### src/rtl/jk_sequencer.sv
// jk_sequencer
//   Drives one channel of a dual JK flip-flop through a single command
//   (async clear/preset, or a J/K setup followed by generated clock pulses),
//   then reads the selected Q back and reports whether it matched.
//
// Parameters
//   SETTLE : cycles J/K are held before the first clock pulse (>= 1)
//   PULSE  : cycles per CLKx high phase, per low phase, and per PRE/CLR pulse (>= 1)
//
// Ports
//   CLK                 system clock, rising-edge
//   CLR                 asynchronous active-low reset
//   CMD_VALID/CMD_READY command handshake; READY is high only in IDLE
//   CMD_OP              0 HOLD, 1 CLEAR, 2 PRESET, 3 LOAD0, 4 LOAD1, 5 TOGGLE, 6/7 illegal
//   CMD_CH              0 = channel 1, 1 = channel 2
//   CMD_CNT             toggle pulse count (TOGGLE only)
//   DONE / ERR          one-cycle completion pulse; ERR valid with DONE
//   PREx, CLRx          active-low async preset/clear to the flip-flop
//   Jx, Kx, CLKx        data inputs and generated clock (flop captures on CLKx fall)
//   Q1, Q2              flip-flop outputs fed back for checking
module jk_sequencer #(
  parameter int unsigned SETTLE = 2,
  parameter int unsigned PULSE  = 2
) (
  input  logic       CLK,
  input  logic       CLR,
  input  logic       CMD_VALID,
  output logic       CMD_READY,
  input  logic [2:0] CMD_OP,
  input  logic       CMD_CH,
  input  logic [3:0] CMD_CNT,
  output logic       DONE,
  output logic       ERR,
  output logic       PRE1,
  output logic       CLR1,
  output logic       PRE2,
  output logic       CLR2,
  output logic       J1,
  output logic       K1,
  output logic       J2,
  output logic       K2,
  output logic       CLK1,
  output logic       CLK2,
  input  logic       Q1,
  input  logic       Q2
);

  localparam int unsigned TMAX = (SETTLE > PULSE) ? SETTLE : PULSE;
  localparam int unsigned TW   = (TMAX > 1) ? $clog2(TMAX) : 1;
  localparam logic [TW-1:0] SETTLE_LD = TW'(SETTLE - 1);
  localparam logic [TW-1:0] PULSE_LD  = TW'(PULSE - 1);

  typedef enum logic [2:0] {
    S_IDLE, S_ASYNC, S_SETUP, S_CLK_HI, S_CLK_LO, S_CHECK, S_DONE
  } state_e;

  typedef enum logic [2:0] {
    OP_HOLD   = 3'd0,
    OP_CLEAR  = 3'd1,
    OP_PRESET = 3'd2,
    OP_LOAD0  = 3'd3,
    OP_LOAD1  = 3'd4,
    OP_TOGGLE = 3'd5,
    OP_ILL6   = 3'd6,
    OP_ILL7   = 3'd7
  } op_e;

  state_e          state_q,  state_d;
  op_e             op_q,     op_d;
  logic            ch_q,     ch_d;
  logic [3:0]      cnt_q,    cnt_d;
  logic            q0_q,     q0_d;
  logic [TW-1:0]   timer_q,  timer_d;
  logic [3:0]      pulses_q, pulses_d;
  logic            err_q,    err_d;

  // Selected-channel pin levels before routing to channel 1 or 2.
  logic sel_pre_n, sel_clr_n, sel_j, sel_k, sel_clk;
  logic q_sel, exp_q;

  always_ff @(posedge CLK or negedge CLR) begin
    if (!CLR) begin
      state_q  <= S_IDLE;
      op_q     <= OP_HOLD;
      ch_q     <= 1'b0;
      cnt_q    <= '0;
      q0_q     <= 1'b0;
      timer_q  <= '0;
      pulses_q <= '0;
      err_q    <= 1'b0;
    end else begin
      state_q  <= state_d;
      op_q     <= op_d;
      ch_q     <= ch_d;
      cnt_q    <= cnt_d;
      q0_q     <= q0_d;
      timer_q  <= timer_d;
      pulses_q <= pulses_d;
      err_q    <= err_d;
    end
  end

  always_comb begin
    q_sel = ch_q ? Q2 : Q1;
    case (op_q)
      OP_CLEAR:  exp_q = 1'b0;
      OP_PRESET: exp_q = 1'b1;
      OP_LOAD0:  exp_q = 1'b0;
      OP_LOAD1:  exp_q = 1'b1;
      OP_HOLD:   exp_q = q0_q;
      OP_TOGGLE: exp_q = q0_q ^ cnt_q[0];
      default:   exp_q = 1'b0;
    endcase
  end

  always_comb begin
    state_d   = state_q;
    op_d      = op_q;
    ch_d      = ch_q;
    cnt_d     = cnt_q;
    q0_d      = q0_q;
    timer_d   = timer_q;
    pulses_d  = pulses_q;
    err_d     = err_q;
    sel_pre_n = 1'b1;
    sel_clr_n = 1'b1;
    sel_j     = 1'b0;
    sel_k     = 1'b0;
    sel_clk   = 1'b0;
    CMD_READY = 1'b0;
    DONE      = 1'b0;
    ERR       = 1'b0;

    // J/K are held for the whole clocked window, SETUP through CLK_LO.
    if (state_q == S_SETUP || state_q == S_CLK_HI || state_q == S_CLK_LO) begin
      case (op_q)
        OP_LOAD0:  begin sel_j = 1'b0; sel_k = 1'b1; end
        OP_LOAD1:  begin sel_j = 1'b1; sel_k = 1'b0; end
        OP_TOGGLE: begin sel_j = 1'b1; sel_k = 1'b1; end
        default:   begin sel_j = 1'b0; sel_k = 1'b0; end
      endcase
    end

    case (state_q)
      S_IDLE: begin
        CMD_READY = 1'b1;
        if (CMD_VALID) begin
          op_d  = op_e'(CMD_OP);
          ch_d  = CMD_CH;
          cnt_d = CMD_CNT;
          q0_d  = CMD_CH ? Q2 : Q1;
          err_d = 1'b0;
          case (op_e'(CMD_OP))
            OP_CLEAR, OP_PRESET: begin
              state_d = S_ASYNC;
              timer_d = PULSE_LD;
            end
            OP_HOLD, OP_LOAD0, OP_LOAD1: begin
              state_d  = S_SETUP;
              timer_d  = SETTLE_LD;
              pulses_d = 4'd1;
            end
            OP_TOGGLE: begin
              state_d  = S_SETUP;
              timer_d  = SETTLE_LD;
              pulses_d = CMD_CNT;
            end
            default: begin
              state_d = S_DONE;
              err_d   = 1'b1;
            end
          endcase
        end
      end
      S_ASYNC: begin
        if (op_q == OP_CLEAR) sel_clr_n = 1'b0;
        else                  sel_pre_n = 1'b0;
        if (timer_q == '0) state_d = S_CHECK;
        else               timer_d = timer_q - 1'b1;
      end
      S_SETUP: begin
        if (timer_q == '0) begin
          if (pulses_q == 4'd0) begin
            state_d = S_CHECK;
          end else begin
            state_d = S_CLK_HI;
            timer_d = PULSE_LD;
          end
        end else begin
          timer_d = timer_q - 1'b1;
        end
      end
      S_CLK_HI: begin
        sel_clk = 1'b1;
        if (timer_q == '0) begin
          state_d = S_CLK_LO;
          timer_d = PULSE_LD;
        end else begin
          timer_d = timer_q - 1'b1;
        end
      end
      S_CLK_LO: begin
        if (timer_q == '0) begin
          pulses_d = pulses_q - 4'd1;
          if (pulses_q == 4'd1) begin
            state_d = S_CHECK;
          end else begin
            state_d = S_CLK_HI;
            timer_d = PULSE_LD;
          end
        end else begin
          timer_d = timer_q - 1'b1;
        end
      end
      S_CHECK: begin
        err_d   = (q_sel != exp_q);
        state_d = S_DONE;
      end
      S_DONE: begin
        DONE    = 1'b1;
        ERR     = err_q;
        state_d = S_IDLE;
      end
      default: state_d = S_IDLE;
    endcase

    PRE1 = ch_q ? 1'b1 : sel_pre_n;
    CLR1 = ch_q ? 1'b1 : sel_clr_n;
    J1   = ch_q ? 1'b0 : sel_j;
    K1   = ch_q ? 1'b0 : sel_k;
    CLK1 = ch_q ? 1'b0 : sel_clk;
    PRE2 = ch_q ? sel_pre_n : 1'b1;
    CLR2 = ch_q ? sel_clr_n : 1'b1;
    J2   = ch_q ? sel_j : 1'b0;
    K2   = ch_q ? sel_k : 1'b0;
    CLK2 = ch_q ? sel_clk : 1'b0;
  end

endmodule

### config.mk
export PLATFORM = sky130hd
export DESIGN_NAME = jk_sequencer
export DESIGN_NICKNAME = d
export VERILOG_FILES = /design/src/rtl/jk_sequencer.sv
export SDC_FILE = /design/constraint.sdc
export NUM_CORES = 1
export LEC_CHECK = 0
export CAP_MARGIN = 30
export CORE_MARGIN = 2
export CORE_UTILIZATION = 49
export DETAILED_ROUTE_END_ITERATION = 16
export PLACE_DENSITY = 0.77
export SLEW_MARGIN = 0
export SYNTH_ARGS = -nofsm -noshare
export SYNTH_HDL_FRONTEND = slang
export SYNTH_SLANG_ARGS = --single-unit
### constraint.sdc
create_clock -name CLK -period 3.3 [get_ports CLK]
set_input_delay 0.33 -clock CLK [delete_from_list [all_inputs] [get_ports CLK]]
set_output_delay 0.33 -clock CLK [all_outputs]
set_load 0.005 [all_outputs]
==> flow_metrics.py <==
metrics = {
    "yosys": {
        "synth_top_area_cell": "dfrtp_1",
        "ys_ff_latch": 15,
        "netlist_area_um2": 1170,
        "synth_top_family_by_area": "simple AND/OR/NAND/NOR gates",
        "synth_compound_gate_area_share_pct": 16.8,
        "yosysUniqueCellTypes": 46,
        "synth_seq_area_share_pct": 31.9,
        "synthMuxAreaShare_pct": 5.96,
        "synth_nets": 152,
        "synth_xor_area_share_pct": 5.22,
        "synth.avg_cell_area_um2": 8.64,
        "synth_fa_ha_area_share_pct": 3.19,
        "synth_top_flop_cell": "dfrtp_1",
        "syn_inst": 136,
        "async_flop_share_pct": 100,
        "yosysWarnings": 0,
        "synth_edf_count": 0,
        "synthTopCellsByArea": "dfrtp_1, nand2_1, nor2_1, mux2i_1, ha_1",
        "synth_top_area_share_pct": 31.9,
        "yosys.area_share.simple_pct": 31.3,
    },
    "power": {
        "powerDensity_nw_per_um2": 840,
        "power.ir.vdd_worst_mv": 0.517,
        "total_power_mw": 1.21,
        "leakage_nw": 0.604,
    },
    "finish": {
        "instances_no_fill": 186,
        "multiInputGateArea_um2": 734,
        "fin_nets": 175,
        "fillers": 200,
        "drive_above_1_share_pct": 6.33,
        "num_antenna_cells": 0,
        "finish.utilization_pct": 64.6,
        "syn_to_final_growth_pct": 22.9,
        "regArea_um2": 375,
    },
    "global_routing": {
        "grt_usage_pct": 23.4,
        "grt.overflow.total": 0,
        "first_global_vias": 1037,
        "antenna_found_initial": 0,
        "use_met3_pct": 3.39,
        "grtUsageMet2_pct": 38.5,
        "grt_start_max_net_pins": 17,
        "grtUsageMet1_pct": 32.4,
        "top_usage_layer": "met2",
        "grt_pass1_wl_mm": 4.79,
    },
    "floorplanning": {
        "core_um2": 2230,
        "dieHeight_um": 53.0,
        "die_x_um": 53.0,
        "initial_utilization_pct": 52.6,
        "rows": 17,
        "dieArea_um2": 2810,
        "ios": 26,
    },
    "placed_design": {
        "gp_congestion": 0.843,
        "dp.cells": 182,
        "port_buffers": 25,
        "hpwl_mm": 2.20,
    },
    "drt": {
        "drt_iter0_markers": 26,
        "route.detailed.drc": 0,
        "final_antenna_net_count": 0,
        "routed_via_density": 5.89,
        "num_vias": 1095,
        "wl_mm": 2.91,
        "first_pass_iters": 5,
        "wl_per_cell_um": 15.7,
    },
    "timing": {
        "fin_worst_skew_ns": 0.000655,
        "finalSetupViolCount": 0,
        "rsz0062_at_grt": "no",
        "hold_viol": 0,
        "fmax_mhz": 395,
        "min_period_ns": 2.53,
        "worst_pin_slew_ns": 0.707,
        "slew_headroom_pct": 52.7,
        "fin_tns_setup_ns": 0,
        "hold_ws_ns": 0.462,
        "drv_slew": 0,
        "period_share_pct": 76.8,
    },
    "clocking": {
        "cts_max_path_buffers": 2,
        "numCtsBuffers": 3,
        "post_cts_buffers": 0,
        "clk_pin_slew_worst_paths_ns": 0.10,
        "clock_sinks": 15,
        "cts_root_buffer": "clkbuf_4",
        "cts_hold_buf": 0,
        "cts_tree": "built",
        "htree_levels": 1,
        "clock_latency_ns": 0.28,
        "post_cts_resized": 0,
    },
    "critical_path": {
        "critical_path_class": "register to primary output",
        "end_kind": "primary output",
        "crit_required_ns": 2.97,
        "arrival_ns": 2.20,
        "critPathLaunchType": "register",
        "critPathMaxFanout": 16,
    },
    "run_status": {
        "status": "finished clean",
    },
    "job": {
        "maxCapViolations": 0,
    },
    "hold_path": {
        "hp-class": "primary input to async pin",
    },
}
-- power by group --
part           switching (mW)  leakage [nW]  internal, mW
logic                   0.313         0.402         0.351
clock network          0.0625        0.0150        0.0469
registers               0.169         0.187         0.271
total                   0.544         0.604         0.669
-- cell usage after synthesis (2+ instances only) --
master and n:
o211ai_1 2, dfrtp_1 15, nand3_1 2, buf_2 4
mux2i_1 4, nor3_1 6, o21ai_0 6, nor3b_1 2
nand3b_1 2, nand2b_1 4, and3_1 2, inv_1 6
nand2_1 14, ha_1 3, or3_1 3, a21oi_1 5
mux2_4 2, nor2b_1 3, xor2_1 4, nor2_1 13
a211o_1 3, and2_1 2, nand4_1 3, a211oi_1 2
xnor2_1 3
-- cells by family (layout without fill, tap and decap cells) --
group / count (synthesis) / count (layout)
simple gates: 64 / 64
compound gates: 28 / 28
flops: 15 / 15
buf+inv: 13 / 35
xor+xnor: 7 / 7
mux: 6 / 6
fa+ha+maj: 3 / 3
-- final timing paths --
path | slack, ns | start | cells after the start | end
max in group asynchronous | 2.39 | CLR | 1 | ch_q$_DFFE_PN0P_
max reg2reg | 1.50 | state_q[0]$_DFFE_PN0P_ | 4 | pulses_q[0]$_DFFE_PN0P_
max | 0.77 | state_q[2]$_DFFE_PN0P_ | 5 | J2
min in group CLK | 0.54 | cnt_q[0]$_DFFE_PN0P_ | 1 | cnt_q[0]$_DFFE_PN0P_
min | 0.46 | CLR | 1 | timer_q$_DFFE_PN0P_
min reg2reg | 0.54 | cnt_q[0]$_DFFE_PN0P_ | 1 | cnt_q[0]$_DFFE_PN0P_
-- registers in the layout, summed over array words and instances, names as in the netlist --
name,count
op_q,3
pulses_q,4
ch_q,1
q0_q,1
timer_q,1
err_q,1
state_q,3
cnt_q,1
-- cell usage in the layout, fill, tap and decap left out, drive strengths merged, types with 4 or more instances in the layout --
| cell type | n |
|---|---|
| clkdlybuf4s50 | 25 |
| mux2i | 4 |
| nand2 | 14 |
| nand2b | 4 |
| inv | 6 |
| nor3 | 6 |
| clkbuf | 4 |
| a21oi | 5 |
| dfrtp | 15 |
| o21ai | 6 |
| xor2 | 4 |
| nor2 | 13 |
-- area by class of cell --
class                      instances  area share [%]
multi-input combinational        108            50.9
sequential                        15            26.0
timing repair buffer              25            17.3
tap                               28            2.43
clock buffer                       4            1.82
inverter                           6            1.56
-- per-layer routing --
metal | vias up | share of wire [%]
li1 | 534 | -
met1 | 525 | 46
met2 | 34 | 49
met3 | 2 | 4.4
met4 | 0 | 0.41
met5 | - | 0
-- worst max-delay path, cell delays in order (launching register included) --
cell             delay (ns)
dfrtp_1                0.62
or3b_1                 0.46
nand2b_1               0.12
nand3b_1               0.11
nor2_1                 0.10
clkdlybuf4s50_1        0.50
-- metrics by stage --
stage / cell area (um^2) / setup slack [ns]
floorplan: 1170 / 1.76
global route: 1440 / 0.593
CTS: 1440 / 0.741
finish: 1440 / 0.766
global placement: 1420 / 1.11
detailed placement: 1420 / 1.08
(Power assumes the default switching activity.)
